`src/rtl/logic_unit_pipe.sv`:
```
// Two-stage pipelined bitwise logic unit with an accumulate mode and result flags.
// Valid/ready on both sides; a stall at the output back-propagates through in_ready.
module logic_unit_pipe #(
  parameter int WIDTH = 32
) (
  input  logic             clk,
  input  logic             rst,
  input  logic             in_valid,
  output logic             in_ready,
  input  logic [WIDTH-1:0] A,
  input  logic [WIDTH-1:0] B,
  input  logic [2:0]       lu_ctl,
  input  logic             acc_en,
  input  logic             acc_clr,
  output logic             out_valid,
  input  logic             out_ready,
  output logic [WIDTH-1:0] z,
  output logic             zero,
  output logic             parity,
  output logic             ones
);

  typedef enum logic [2:0] {
    OP_AND  = 3'd0,
    OP_OR   = 3'd1,
    OP_XOR  = 3'd2,
    OP_NOR  = 3'd3,
    OP_NAND = 3'd4,
    OP_XNOR = 3'd5,
    OP_ANDN = 3'd6,
    OP_PASS = 3'd7
  } op_e;

  logic [WIDTH-1:0] r_acc;
  logic [WIDTH-1:0] r_s1;
  logic             r_s1_valid;
  logic [WIDTH-1:0] r_z;
  logic             r_zero;
  logic             r_parity;
  logic             r_ones;
  logic             r_out_valid;

  logic [WIDTH-1:0] w_b;
  logic [WIDTH-1:0] w_f;
  logic             w_adv;
  logic             w_accept;

  // Stage 2 can take a new beat when it is empty or being drained this cycle.
  assign w_adv    = !r_out_valid || out_ready;
  assign in_ready = !r_s1_valid || w_adv;
  assign w_accept = in_valid && in_ready;

  assign w_b = acc_en ? (acc_clr ? '0 : r_acc) : B;

  // NOTE: w_f gets a default before the case so no path leaves it unassigned (no latch).
  always_comb begin
    w_f = A;
    case (op_e'(lu_ctl))
      OP_AND:  w_f = A & w_b;
      OP_OR:   w_f = A | w_b;
      OP_XOR:  w_f = A ^ w_b;
      OP_NOR:  w_f = ~(A | w_b);
      OP_NAND: w_f = ~(A & w_b);
      OP_XNOR: w_f = ~(A ^ w_b);
      OP_ANDN: w_f = A & ~w_b;
      OP_PASS: w_f = A;
      default: w_f = A;
    endcase
  end

  // NOTE: non-blocking assignments so every register samples pre-edge values.
  always_ff @(posedge clk) begin
    if (rst) begin
      r_acc       <= '0;
      r_s1        <= '0;
      r_s1_valid  <= 1'b0;
      r_z         <= '0;
      r_zero      <= 1'b1;
      r_parity    <= 1'b0;
      r_ones      <= 1'b0;
      r_out_valid <= 1'b0;
    end else begin
      if (w_accept) begin
        r_s1       <= w_f;
        r_s1_valid <= 1'b1;
        if (acc_en) r_acc <= w_f;
      end else if (w_adv) begin
        r_s1_valid <= 1'b0;
      end

      if (w_adv) begin
        r_out_valid <= r_s1_valid;
        // Result and flags keep their last values across bubbles.
        if (r_s1_valid) begin
          r_z      <= r_s1;
          r_zero   <= ~|r_s1;
          r_parity <= ^r_s1;
          r_ones   <= &r_s1;
        end
      end
    end
  end

  assign out_valid = r_out_valid;
  assign z         = r_z;
  assign zero      = r_zero;
  assign parity    = r_parity;
  assign ones      = r_ones;

endmodule

```
`config.mk`:
```
export PLATFORM = sky130hd
export DESIGN_NAME = logic_unit_pipe
export DESIGN_NICKNAME = d
export VERILOG_FILES = /design/src/rtl/logic_unit_pipe.sv
export SDC_FILE = /design/constraint.sdc
export NUM_CORES = 1
export LEC_CHECK = 0
export CAP_MARGIN = 40
export CORE_ASPECT_RATIO = 0.6
export CORE_MARGIN = 2
export CORE_UTILIZATION = 60
export CTS_CLUSTER_SIZE = 30
export DETAILED_ROUTE_END_ITERATION = 7
export PLACE_DENSITY_LB_ADDON = 0.3
export SYNTH_ARGS = -nofsm -noshare
export SYNTH_HDL_FRONTEND = slang
export SYNTH_SLANG_ARGS = --single-unit
export TNS_END_PERCENT = 1
```
`constraint.sdc`:
```
create_clock -name clk -period 2.9 [get_ports clk]
set_input_delay 0.29 -clock clk [delete_from_list [all_inputs] [get_ports clk]]
set_output_delay 0.29 -clock clk [all_outputs]
set_load 0.01 [all_outputs]
```
**Word level (Yosys, flattened, before mapping)**

Index checks and enable logic that the tools add are counted.

- Flip-flop bits (word level): 101
- Bits of input ports: 73
- Output and inout port bits: 37
- Word-level logic and storage cells: 41

- Equality and inequality tests: 7
- Multiplexer cells: 5
- Bitwise gates (word level): 8
- Reductions and logical operators: 13

Operators with widths:

| cell | number |
|---|---|
| 32-bit case mux with 8 select lines | 1 |
| 32-bit inverter | 4 |
| 32-bit bitwise AND | 2 |
| 32-bit two-way mux | 2 |
| 32-bit OR | 1 |
| 32-bit AND reduction | 1 |
| 32-bit OR reduction | 1 |
| 32-bit parity | 1 |
| 32-bit XOR | 1 |
| 3-bit equality test (second input constant) | 4 |
| 3-bit by 2-bit equality test with 1-bit output (second input constant) | 2 |
| 2-bit AND reduction | 2 |
| 3-bit by 1-bit equality test with 1-bit output (second input constant) | 1 |
| 1-bit logical NOT | 3 |
| 3-bit logical NOT | 1 |
| 1-bit logical OR | 2 |
| 1-bit two-way mux | 2 |
| 2-bit nonzero test | 1 |
| 1-bit logical AND | 1 |

**Logic depth before layout (Yosys ltp)**

Gate-level depths: netlist of the first run.

- Depth after elaboration: 5
- Depth in mapped cells: 11

**Worst setup path after synthesis of the first run**

Ideal clock, no wire load.

- Path type: input to register
- Start: input port acc_en
- End: register r_s1[21]
- Library setup time: 0.128 ns
- Arrival: 1.777 ns
- Path slack: 0.996 ns
- Cell stages on the path: 11
- Cells stage by stage: buf_4 > buf_2 > nand3b_1 > nand2_1 > ha_1 > a21oi_1 > nor2_1 > buf_4 > buf_6 > a21oi_1 > o21ai_1

- Longest elaborated chain between the ends: 4
- Elaborated cells on any way between the ends: 10
- Classes of those cells: mux: 2; bitwise: 8

RTL lines:

| element | RTL line | source |
|---|---|---|
| start, declared | 13 | `input logic acc_en,` |
| 32-bit two-way mux (*) | 53 | `assign w_b = acc_en ? (acc_clr ? '0 : r_acc) : B;` |
| 32-bit inverter, or another cell as far along | 65 | `OP_ANDN: w_f = A & ~w_b;` |
| 32-bit bitwise AND, or another cell as far along | 65 |  |
| 32-bit case mux with 8 select lines (*) | 58 | `case (op_e'(lu_ctl))` |
| end signal, assigned | 84 | `r_s1 <= w_f;` |
| end, declared | 35 | `logic [WIDTH-1:0] r_s1;` |

Every way passes the cells marked *; elsewhere a longest branch is shown, timed or not.
A chain may end at the register's enable or synchronous reset.

**Worst setup path in the final report of the first run**

- Start: input port acc_clr
- End: register r_acc[14]

- Longest elaborated chain between the ends: 5
- Elaborated cells on any way between the ends: 11
- Classes of those cells: mux: 3; bitwise: 8

RTL lines:

| element | RTL line | source |
|---|---|---|
| start, declared | 14 | `input logic acc_clr,` |
| 32-bit two-way mux (*) (2 in series) | 53 |  |
| 32-bit inverter, or another cell as far along | 65 |  |
| 32-bit bitwise AND, or another cell as far along | 65 |  |
| 32-bit case mux with 8 select lines (*) | 58 |  |
| end signal, assigned | 86 | `if (acc_en) r_acc <= w_f;` |
| end, declared | 34 | `logic [WIDTH-1:0] r_acc;` |

Marked as above.

==> results of run 1 <==
cells in the final DEF (no fill, tap or decap), types with 4 or more instances in the layout:
| cell type | netlist | routed |
|---|---|---|
| a221oi_2 | 10 | 10 |
| buf_12 | 0 | 4 |
| nor3b_1 | 29 | 29 |
| inv_1 | 35 | 35 |
| a31oi_1 | 30 | 29 |
| a221oi_1 | 19 | 19 |
| nand4_1 | 37 | 37 |
| nand4b_1 | 29 | 29 |
| ha_1 | 64 | 64 |
| nand3b_1 | 33 | 33 |
| mux2i_1 | 29 | 29 |
| o21ai_1 | 26 | 26 |
| nand2_1 | 168 | 168 |
| clkbuf_16 | 0 | 9 |
| or2_2 | 27 | 27 |
| nor3_1 | 4 | 4 |
| inv_6 | 0 | 4 |
| nand2b_1 | 34 | 34 |
| a21oi_2 | 10 | 11 |
| o21ai_0 | 39 | 39 |
| clkdlybuf4s50_1 | 0 | 106 |
| xnor2_1 | 13 | 13 |
| a21oi_1 | 60 | 59 |
| buf_4 | 9 | 22 |
| a211oi_1 | 30 | 30 |
| dfxtp_1 | 101 | 101 |
state kept, by name, indices dropped and copies added (netlist names):
| name | cells |
|---|---|
| r_s1 | 32 |
| ones | 1 |
| out_valid | 1 |
| r_acc | 32 |
| parity | 1 |
| r_s1_valid | 1 |
| zero | 1 |
| z | 32 |
kinds of logic after synthesis:
| kind of cell | count (synthesis) | synth area share, % |
|---|---|---|
| mux | 29 | 3.92 |
| buf+inv | 107 | 7.03 |
| simple gates | 376 | 28.0 |
| xor+xnor | 15 | 1.77 |
| fa+ha+maj | 64 | 10.8 |
| compound gates | 239 | 21.1 |
| flops | 101 | 27.3 |
stage by stage:
stage | cells | power (mW) | area, sq um | util (%)
after floorplan | 931 | 2.29 | 7400 | -
after global placement | 1160 | 2.62 | 8560 | 71.0
after detailed placement | 1160 | 2.64 | 8560 | 71.0
after CTS | 1175 | 3.80 | 8840 | 73.3
after global routing | 1175 | 3.99 | 8840 | 73.3
final | 1175 | 3.81 | 8840 | 73.3
final cells by class:
class / instances / area (sq um) / share of cell area, %
well taps: 165 / 206 / 2.34
repair buffers: 135 / 1320 / 14.9
clock buffers: 9 / 225 / 2.55
inverters: 36 / 135 / 1.53
clock inverters: 6 / 53.8 / 0.609
multi-input cells: 723 / 4870 / 55.2
flip-flops and latches: 101 / 2020 / 22.9
worst paths after layout:
kind,cells after the start,end
setup / recovery,10,r_acc[14]
setup reg to reg,7,parity
hold reg to reg,2,r_acc[25]
hold / removal,2,r_acc[25]
critical path, cell delays in order:
cell and delay (ps):
clkdlybuf4s50_1 770, buf_12 200, nand3b_1 150, nand2_1 90, ha_1 310, mux2i_1 90, a211oi_1 290, a31oi_1 80
a21oi_1 230, o21ai_0 120
power groups by stage:
stage	combinational, mW	sequential, mW	clock, mW
after floorplan	0.730	1.56	0
after global placement	1.04	1.58	0
after detailed placement	1.06	1.58	0
after CTS	1.07	1.55	1.18
after global routing	1.19	1.56	1.24
final	1.08	1.55	1.18
per-layer routing:
layer  up-vias  track usage, %
li1       3543               -
met1      3421            42.7
met2       312            48.6
met3        38            5.69
met4         0            8.57
met5         -               0
synthesized netlist by cell type, types with 2 or more instances:
| cell type | number | area (sq um) |
|---|---|---|
| a211oi_1 | 30 | 225 |
| a21oi_1 | 60 | 300 |
| a21oi_2 | 10 | 87.6 |
| a221oi_1 | 19 | 166 |
| a221oi_2 | 10 | 150 |
| a22o_1 | 3 | 26.3 |
| a22oi_1 | 2 | 15.0 |
| a31oi_1 | 30 | 188 |
| buf_2 | 26 | 130 |
| buf_4 | 9 | 67.6 |
| buf_6 | 7 | 78.8 |
| clkbuf_1 | 29 | 109 |
| dfxtp_1 | 101 | 2020 |
| ha_1 | 64 | 801 |
| inv_1 | 35 | 131 |
| mux2i_1 | 29 | 290 |
| nand2_1 | 168 | 631 |
| nand2b_1 | 34 | 213 |
| nand3b_1 | 33 | 248 |
| nand4_1 | 37 | 231 |
| nand4b_1 | 29 | 254 |
| nor2_1 | 3 | 11.3 |
| nor3_1 | 4 | 20.0 |
| nor3b_1 | 29 | 218 |
| o21a_1 | 3 | 22.5 |
| o21ai_0 | 39 | 195 |
| o21ai_1 | 26 | 130 |
| o22ai_1 | 3 | 18.8 |
| o32ai_1 | 3 | 26.3 |
| or2_1 | 3 | 18.8 |
| or2_2 | 27 | 169 |
| or3_1 | 3 | 18.8 |
| xnor2_1 | 13 | 114 |
| xor2_1 | 2 | 17.5 |
==> out/results.txt, run 1 <==
The run finished with clean final reports. Data on the critical path arrives at its endpoint at 2620 ps. The post-CTS setup buffer count was 0; the per-cell via count in the routed design was 6.22. The tools report the number of endpoints failing setup at the final stage as 0. Tracing the worst setup path back leads to its startpoint at acc_clr.

The run gives 624 as the number of DRC markers after the initial detailed-route iteration. For the worst setup slack after placement, the log shows 208 ps. For the area inside the core boundary, the log shows 12100 sq um. The internal power is 2.58 mW.

Share of synthesized flip-flops with an asynchronous set or reset: 0%. Timing would allow up to 0.416 GHz. Sequential cell area fraction in the yosys report: 27.3%. The tools report the initial core utilization as 61.4%. The synthesized instance count is 931. In the detailed route, the total length drawn on met2 is 8.92 mm. The startpoint identified for the worst register-to-register timing path is r_s1[12]. The transition time at the pin with the least slew margin is 679 ps, and the post-cts sizing count is 0. The area added between synthesis and finish is 19.4%.

The setup path with the least slack is of type primary input to flip-flop. The run gives 31 as the total number of placement rows. The final layout contains routed wiring with a total length of 20.2 mm. Across the VDD grid, the largest voltage drop is 346 uV.

The logs give 6845 for the number of global-route vias before repair and 0 for the final count of hold timing violations. Setup slack on the critical path of the routed design comes to 494 ps. The H-tree was split into 3 levels. Number of unique standard cell types used by synthesis: 42.

The analysis attributes to net switching a power of 1.23 mW. For the final hold slack, the log shows 450 ps. The synthesized cell area is 7400 sq um, and the insertion delay to the later sink of the worst-skew pair is 350 ps. Cells with a size suffix above 1 make up 9.80% of the layout. The combined global-route utilization of all metal layers was 30.6%.

The first global-routing pass estimated 33.6 mm of wire. The part of the power in registers is 40.7%, and the count of inserted antenna diode cells is 0. In this run the horizontal extent of the chip is 147 um. The worst setup slack for register-to-register paths was 1060 ps.

From bottom edge to top edge, the die measures 90.0 um. For the max-slew violation total from the final report, the log shows 0. Remaining global-route overflow: 0. The average detailed-routed wire length per instance came out at 17.2 um. The run gives 0 as the number of buffers added to fix hold violations after cts.

The tools report the largest buffer count on any clock path as 2. Detailed routing inserted a total of 7314 vias. Top layer reached by signal wires: met4. The power per unit of standard cell area was 431 nW/um^2; the wire length on met3 was 1.70 mm.

After routing, the total negative slack on setup checks comes to 0 ps. The switching portion of total power is 32.4%, and the share of the cycle needed by the critical path after routing is 83.0%. During synthesis, Yosys emitted a total of 0 warnings. The startpoint identified for the worst hold timing path is r_acc[25]. For the finished layout, the period the worst path requires is 2410 ps. Entering global routing, the biggest net connects 47 pins. The tightest min-delay check is of the flip-flop to flip-flop type.

The net count after synthesis came out at 1068. The element type at the critical path end is a flip-flop. In this run the worst path has a maximum fanout of 14. The number of clock sinks seen by CTS is 101.

STA classifies the critical path startpoint as a primary input. In the final routing, the length of wire on met1 measures 9.25 mm. For the final database, setup skew stands at 6.72 ps. The die area was 13300 sq um. Setup repair after global routing left no endpoint under its margin. Buffers placed on the I/O ports in this run total 109. The tree is rooted in a clkbuf_16. The number of synthesized flops with an enable pin was 0.

Half-perimeter wire length after detailed placement: 14.1 mm. The run gives 3120 ps as the worst path required time. The logs give 0 for the initial antenna violation count and 0 for the count of nets left with antenna violations after detail routing.

The clock transition at the register clock pins on the worst setup and hold paths after CTS was 70 ps. TritonCTS created 9 clock buffers. The analysis attributes to cell leakage a power of 3.36 nW. The part of the power in combinational logic was 28.5%.

The routability congestion estimate from global placement was 0.922; the count of state elements after synthesis was 101. TritonCTS built the clock tree. The clock network is responsible for 30.8% of the overall power. Pin placement for this block handled 110 I/O pins. The most used flip-flop cell after synthesis is dfxtp_1. The post-synthesis average cell area was 7.95 sq um; the number of max-cap violations was 0.

For this run, design rule violations remaining after detail routing come to 0. After filler insertion, the fill cell instance count of the layout stands at 954. The tools report the number of detailed-routing iterations run before antenna repair as 5.

The logs give 54.7% for the tightest slew margin relative to the limit and 1143 for the post-layout net count.
Power figures use the tool's default switching activity.
==> run 2: changes to the inputs <==
--- a/config.mk
+++ b/config.mk
@@ -8,7 +8,7 @@
 export CAP_MARGIN = 40
 export CORE_ASPECT_RATIO = 0.6
 export CORE_MARGIN = 2
-export CORE_UTILIZATION = 60
+export CORE_UTILIZATION = 50
 export CTS_CLUSTER_SIZE = 30
 export DETAILED_ROUTE_END_ITERATION = 7
 export PLACE_DENSITY_LB_ADDON = 0.3
==> constraint.sdc (replaced) <==
create_clock -name clk -period 1.9 [get_ports clk]
set_input_delay 0.19 -clock clk [delete_from_list [all_inputs] [get_ports clk]]
set_output_delay 0.19 -clock clk [all_outputs]
set_load 0.01 [all_outputs]
==> run 2 against run 1 <==
  * Count of clock-buffer cells in the layout unchanged
  * Final cell count up 9.6%
  * Die area up 19%
  * Core utilization down 7.0 points
  * Total power up 58%
  * Critical path type is now flip-flop to flip-flop
  * Sequential share of layout area down 1.8 points
  * Register-to-register slack worse by 950 ps
  * Clock skew up 4.5 ps
  * First-iteration DRC count down 11%
  * Worst hold slack better by 1.4 ps
  * Final area up 8.4%
==> out/results.txt, run 2 (synthesis results as in run 1) <==
The flow ran to the end, and the final reports show no timing, DRC or antenna violations. In this run the remaining antenna-violating nets after routing total 0. The post-CTS setup buffer count was 0; the count of inserted antenna diode cells was 0.

Once layout is done, the placed cells without fillers occupy 9580 sq um. The number of global-route vias before repair was 7377. The first TritonRoute pass finished after 5 iterations.

The worst setup path is of the flip-flop to flip-flop kind. In this run the count of I/O pins placed on the die edge is 110. For the routed via count, the log shows 7584. The number of max-cap violations was 0; the met1 layer usage reported by global route was 39.4%. Initial antenna violation count: 0. The tools report the element type at the critical path end as a flip-flop. The logs give 0.869 for the routability congestion estimate from global placement and 2 for the largest buffer count on any clock path. The number of DRC markers after the initial detailed-route iteration came out at 553. The die area was 15800 sq um; the per-cell via count in the routed design was 5.89. In the layout the commonest cells are nand2_1 (168), clkdlybuf4s50_1 (105), dfxtp_1 (100). Horizontal die dimension: 161 um.

Data on the critical path arrives at its endpoint at 2050 ps. The logs give 0.558 GHz for the top achievable clock speed and 110 ps for the worst setup slack for register-to-register paths. TritonCTS built the clock tree. The count of port buffers added during placement was 109; the maximum number of pins on one net before global-route repair was 37. Tracing the worst setup path back leads to its startpoint at r_s1[4]. The logs give 51.2% for the initial core utilization and 419 uV for the maximum vdd drop. Power spread over the standard cell area amounts to 628 nW/um^2.

For this run, global-route usage on met2 was measured as 45.8%. Following the worst setup path forward leads to its endpoint at parity. For the placement-stage cell area, the log shows 9260 sq um. The later pin in the worst-skew pair is clocked with a latency of 350 ps.

The share of the cycle needed by the critical path after routing came out at 94.4%. Clock period minus worst slack: 1790 ps. Setup violations remaining at the end of the flow were counted as 0. The post-layout net count came out at 1223. Total power for the finished layout comes to 6.02 mW. The analysis attributes to cell leakage a power of 3.78 nW. The worst hold path belongs to the class flip-flop to flip-flop.

Clock tree synthesis inserted a total of 9 buffers. Measured along the y axis, the die boundary spans 98.2 um. Of all nets on the critical path, the largest fanout is 4. The transition time at the pin with the least slew margin is 632 ps. The first global-routing pass estimated 36.7 mm of wire.

Excluding fillers, the count of instances in the completed layout stands at 1288. Clock-pin slew was measured on the worst setup and hold paths at 80 ps. For the max-slew violation total from the final report, the log shows 0. The cell count of the worst reg-to-reg path came out at 7. For the worst setup path, the data required time is 2160 ps. The routed design has 21.8 mm of wire. The worst register-to-register path ends at parity. Relative to the synthesized area, the layout overhead comes to 29.5%. The fraction of layout cells with a size suffix above 1 is 17.1%, and the number of clock sinks seen by CTS is 101. CTS placed an instance of clkbuf_16 at the clock tree root. The global routing stage identified its most utilized layer as met2. In this run the critical register-to-register path is launched from r_s1[4]. The detailed-route DRC error count was 0; the average detailed-routed wire length per instance was 17.0 um. The final count of hold timing violations was 0.

The logs give 3 for the number of H-tree levels and 11.2 ps for the setup skew after layout. Summed over all nets, the half-perimeter wirelength after detailed placement is 15.6 mm. Including well taps, the total number of placed cells is 1273. STA classifies the critical path startpoint as a flip-flop.

The floorplan has 34 rows. Most common library cell in the layout ignoring fill and taps: nand2_1. Summed over all layers, the global routing overflow is 0. The run gives 4.59% as the global routing met3 resource utilization. Combined global-route utilization of all metal layers: 28.3%. The area inside the core boundary was 14500 sq um; the tightest slew margin relative to the limit was 57.9%.

Setup repair after global routing could not meet its margin everywhere.
[run 2: cell count changes in the layout (fill, tap and decap cells not counted), sizes merged]
cell / delta
inv: -2
buf: +79
clkinvlp: -1
clkbuf: +2
clkinv: +3
clkdlybuf4s50: -1
[run 2: area by class of cell]
cell class / instances / area (sq um)
tap: 198 / 248
sequential: 101 / 2020
timing repair buffer: 215 / 1990
fill: 1232 / 4880
inverter: 36 / 135
clock inverter: 6 / 55.1
multi-input combinational: 723 / 4910
clock buffer: 9 / 225
[run 2: worst min-delay path by stage]
stage | from | endpoint | slack (ps) | depth (start not counted)
2_1_floorplan | in_valid | r_s1_valid | 320 | 2
3_3_place_gp | r_acc[6] | r_acc[6] | 430 | 2
3_5_place_dp | r_acc[27] | r_acc[27] | 440 | 2
4_1_cts | r_acc[27] | r_acc[27] | 450 | 2
5_1_grt | z[30] | z[30] | 470 | 2
6_report | r_acc[23] | r_acc[23] | 450 | 2
[run 2: through the flow]
stage | setup WS [ps] | hold slack (ps) | util [%] | setup TNS, ps
CTS | 91.8 | 451 | 66.0 | 0
detailed placement | -522 | 442 | 64.0 | -28850
global route | -1.59 | 472 | 66.3 | -1.59
finish | 107 | 451 | 66.3 | 0
global placement | -481 | 433 | 64.0 | -25190
floorplan | 95.7 | 319 | - | 0
[run 2: repair_timing]
item,in CTS,in global routing
pin swaps,0,0
setup endpoints to repair,62,26
gates resized for setup,2,12
hold buffers,0,0
[run 2: layer usage]
| layer | up-vias | part of all wire, % |
|---|---|---|
| li1 | 3703 | - |
| met1 | 3532 | 47 |
| met2 | 319 | 44 |
| met3 | 30 | 7.2 |
| met4 | 0 | 1.4 |
| met5 | - | 0 |
[run 2: worst max-delay path, cell delays in order (launching register included)]
cell      delay, ps
dfxtp_1         400
inv_1            60
ha_1            350
xnor2_1         200
xnor2_1         170
xnor2_1         180
xnor2_1          90
a211oi_1        240
[run 2: report_power, final]
part,total (mW),switching [mW],internal [mW],leakage [nW]
Combinational,1.89,0.971,0.921,2.81
Sequential,2.34,0.0889,2.25,0.827
Clock,1.79,0.883,0.909,0.138
Total,6.02,1.94,4.08,3.78
==> variant 1 (config.mk and constraints of run 2) <==
Change the parameter `WIDTH` from 32 to 48.
--- a/src/rtl/logic_unit_pipe.sv
+++ b/src/rtl/logic_unit_pipe.sv
@@ -2,5 +2,5 @@
 // Valid/ready on both sides; a stall at the output back-propagates through in_ready.
 module logic_unit_pipe #(
-  parameter int WIDTH = 32
+  parameter int WIDTH = 48
 ) (
   input  logic             clk,
Ports: changed (resized A, B and z); port bits go from 110 to 158. The function was not compared with the original's and may differ.
==> variant 1 against run 2 <==
The run now ends with setup timing left. Sequential cell count rose by 48. Setup slack got worse by 130 ps. Critical path depth did not move. Power rose by 78%. Wire length rose by 76%. Via count rose by 59%. Area after synthesis rose by 50%. Final area rose by 60%. Critical path type unchanged. Largest power group is now combinational cells.
==> variant 1: results (changes against run 2) <==
[run_status]
status = finished, violations left  ; was finished, final reports clean
violations = setup timing

[clock_tree]
numCtsBuffers = 17  ; was 9
path_clk_slew_ps = 60  ; was 80 ps

[cells_and_area]
clk_share_pct = 3.93  ; was 2.92%
seq_area_um2 = 3000  ; was 2020 um^2
drive_gt1_share_pct = 22.1  ; was 17.1%
nets = 1885  ; was 1223
fin_cells = 1982  ; was 1288
area_growth_pct = 38.0  ; was 29.5%

[grt]
grt_max_degree = 73  ; was 37
grt_util_met1_pct = 47.0  ; was 39.4%
use_met2_pct = 46.3  ; was 45.8%
grtUsageTotal_pct = 32.1  ; was 28.3%
grt_pass1_wl_um = 59100  ; was 36700 um

[placement]
place_area_um2 = 14300  ; was 9260 um^2

[synth]
synth-seq-area-share_pct = 26.9  ; was 27.3%
synthTopCellsByCount = nand2_1 (327), dfxtp_1 (149), nor2_1 (143)  ; was nand2_1 (168), dfxtp_1 (101), ha_1 (64)
syn_nets = 1634  ; was 1068

[hold_path]
holdPathEnd = z[26]  ; was r_acc[23]
hold_path.class = input pin to flip-flop  ; was flip-flop to flip-flop

[timing]
finalSetupViolCount = 1  ; was 0
setup_ws_ps = -20.9  ; was 107 ps

[detailed_routing]
viasPerCell = 6.10  ; was 5.89
wl_met1_um = 16700  ; was 10300 um

[power_and_ir_drop]
pwr-share-comb_pct = 34.7  ; was 31.4%
total_power_mw = 10.7  ; was 6.02 mW
ir_worst_vdd_mv = 0.540  ; was 0.419 mV

-- variant 1: changes by cell type in the layout (fill, tap and decap cells not counted), moves of 28 or more --
cell | run 2 | this run
dfxtp_1 | 100 | 135
nand2b_1 | 34 | 3
nand4b_1 | 29 | 0
inv_1 | 35 | 95
nand3b_1 | 33 | 0
a311oi_1 | 0 | 87
and3_1 | 0 | 45
nor3b_1 | 29 | 1
mux2i_1 | 29 | 0
nand2_1 | 168 | 327
buf_4 | 95 | 169
nor2_1 | 2 | 143
a21oi_1 | 57 | 99
clkdlybuf4s50_1 | 105 | 150
-- variant 1: kinds of logic (layout without fill, tap and decap cells) --
logic type | after synthesis | count (layout) | synth area share, %
flip-flops | 149 | 149 | 26.9
adder cells (fa/ha/maj) | 96 | 96 | 10.8
buffers and inverters | 221 | 484 | 8.95
XOR/XNOR | 22 | 22 | 1.86
AND/OR/NAND/NOR | 552 | 552 | 20.8
AO/OA/AOI/OAI | 393 | 393 | 30.7
==> variant 2 (config.mk and constraints of run 2) <==
Made on the original files. Reset style: asynchronous (`rst`), changed in one clocked block.
--- a/src/rtl/logic_unit_pipe.sv
+++ b/src/rtl/logic_unit_pipe.sv
@@ -70,5 +70,5 @@
 
   // NOTE: non-blocking assignments so every register samples pre-edge values.
-  always_ff @(posedge clk) begin
+  always_ff @(posedge clk or posedge rst) begin
     if (rst) begin
       r_acc       <= '0;
Formal check against the unedited RTL: differs if rst is asserted again (counterexample within 4 cycles, from zero or initial values and one cycle with rst high); with rst held inactive, the same outputs for 4 cycles.
==> variant 2 against run 2 <==
The flow now finishes with violations (setup timing). Maximum frequency is 8.8% lower. Area after synthesis is 9.4% higher. Non-clock buffer count is 89 higher. Setup slack worse by 170 ps. Final cell count is 13% higher. Hold slack worse by 200 ps. Die area is 9.1% higher. Final area is 19% higher. Sequential cell count stayed put. Wire length is 22% higher. Clock skew hardly changed. Global-route usage is 1.9 points higher.
Power is not compared: it rests on default switching activity, and its combinational part moved more than twofold at a synthesized area within 25%.
==> variant 2: results (changes against run 2) <==
[detailed_routing]
vias = 8900  ; was 7584
viasPerCell = 6.11  ; was 5.89
drtIter0Drc = 978  ; was 553
wl_um = 26600  ; was 21800 um
drt_first_pass_iters = 6  ; was 5

[run_status]
status = finished, violations left  ; was finished, final reports clean
violations = setup timing

[placement]
dp_hpwl_um = 18400  ; was 15600 um
io_buffers = 109  ; unchanged
gp_congestion = 0.889  ; was 0.869
place_area_um2 = 10700  ; was 9260 um^2
place_inst = 1434  ; was 1273
dp_slack_ps = -657  ; was -522 ps

[synth]
async_reset_ff_share_pct = 100  ; was 0%
synth_adder_area_share_pct = 9.89  ; was 10.8%
synth-seq-area-share_pct = 31.2  ; was 27.3%
syn_avg_cell_area_um2 = 8.00  ; was 7.95 um^2
synthXorXnorAreaFrac_pct = 1.62  ; was 1.77%
syn_nets = 1149  ; was 1068
yosysWarnings = 0  ; unchanged
synth_mux_area_share_pct = 3.59  ; was 3.92%
yosysUniqueCellTypes = 42  ; unchanged
synthTopCellsByArea = dfrtp_1 (31%), ha_1 (9.9%), nand2_1 (6.0%)  ; was dfxtp_1 (27%), ha_1 (11%), nand2_1 (8.5%)
synth-compound-area-share_pct = 25.3  ; was 21.1%
synthTopCellsByCount = nand2_1 (130), dfrtp_1 (100), a21oi_1 (95)  ; was nand2_1 (168), dfxtp_1 (101), ha_1 (64)
ys.flop_type = dfrtp_1  ; was dfxtp_1

[worst_setup_path]
cp_max_fo = 3  ; was 4
critPathTopFamily = compound AO/OA/AOI/OAI gates  ; was XOR/XNOR gates
critical_path.max_stage_delay_ps = 390
arrival_ps = 2180  ; was 2050 ps
critPathSlowestCell = dfrtp_1  ; was dfxtp_1

[clock_tree]
numCtsBuffers = 9  ; unchanged
cts_root_buf = clkbuf_16  ; unchanged
post_cts_buffers = 0  ; unchanged
path_clk_slew_ps = 80  ; about the same
ctsResizeCount = 22  ; was 2
cts_buffer_depth = 2  ; unchanged
cts_max_level = 3  ; unchanged
insertion_delay_ps = 350  ; about the same

[power_and_ir_drop]
leakage_nw = 4.92
ir_worst_vdd_mv = 0.430

[timing]
maxSlewHeadroom_pct = 52.6  ; was 57.9%
setup_ws_ps = -66.5  ; was 107 ps
finalSetupViolCount = 3  ; was 0
skew_ps = 11.3  ; was 11.2 ps
fin_setup_tns_ps = -110  ; was 0 ps

[grt]
grtUsageTotal_pct = 30.3  ; was 28.3%
antenna_found_initial = 0  ; unchanged
grt_pass1_wl_um = 41900  ; was 36700 um
first_global_vias = 8399  ; was 7377
grt_max_degree = 71  ; was 37

[cells_and_area]
nFillCells = 1180  ; was 1232
drive_gt1_share_pct = 22.7  ; was 17.1%
multi_input_area_um2 = 5360  ; was 4910 um^2
diodes = 0  ; unchanged

[hold_path]
hold_path.class = input pin to asynchronous set/reset pin  ; was flip-flop to flip-flop

## variant 2: changes by cell type in the layout (fill, tap and decap cells not counted), moves of 29 or more
cell	change
dfxtp_1	-100
nor2_1	+91
buf_4	+83
nand3_1	+29
nand2_1	-47
nand4_1	-29
a21oi_1	+33
nand4b_1	-29
dfrtp_1	+100
a31oi_1	+29
## variant 2: power breakdown
part	switching, mW	internal, mW	total [mW]
clock	0.844	1.15	2.00
combinational	2.01	2.00	4.01
sequential	0.318	2.60	2.92
total	3.17	5.75	8.92
## variant 2: final timing paths
check | from | to | slack [ps] | depth (start not counted)
hold reg to reg | zero | zero | 480 | 2
setup reg to reg | r_acc[21] | r_acc[21] | -70 | 8
min in group clk | lu_ctl[0] | r_s1[30] | 330 | 3
max in group asynchronous | rst | r_s1[30] | 1100 | 3
setup / recovery | r_acc[21] | r_acc[21] | -70 | 8
hold / removal | rst | z[22] | 250 | 2
## variant 2: layer usage
metal | track usage [%] | vias up | share of wire (%)
met2 | 48.3 | 481 | 44
li1 | - | 4165 | -
met5 | 0 | - | 0
met4 | 9.15 | 0 | 2.5
met1 | 42.6 | 4193 | 44
met3 | 5.30 | 61 | 9.4
## variant 2: final cells by class
type / count / share of cell area [%]
clock buffer: 10 / 2.01
clock inverter: 5 / 0.737
timing repair buffer: 304 / 24.5
tap: 203 / 2.23
multi-input combinational: 797 / 47.1
inverter: 36 / 1.22
sequential: 101 / 22.2
## variant 2: worst reg2reg max path, stage by stage, from the launching register on
cell	delay, ps
dfrtp_1	390
nand3b_1	160
nand2_2	110
ha_4	280
mux2i_2	60
a211oi_2	330
o31ai_1	120
a21oi_1	250
a31oi_1	140
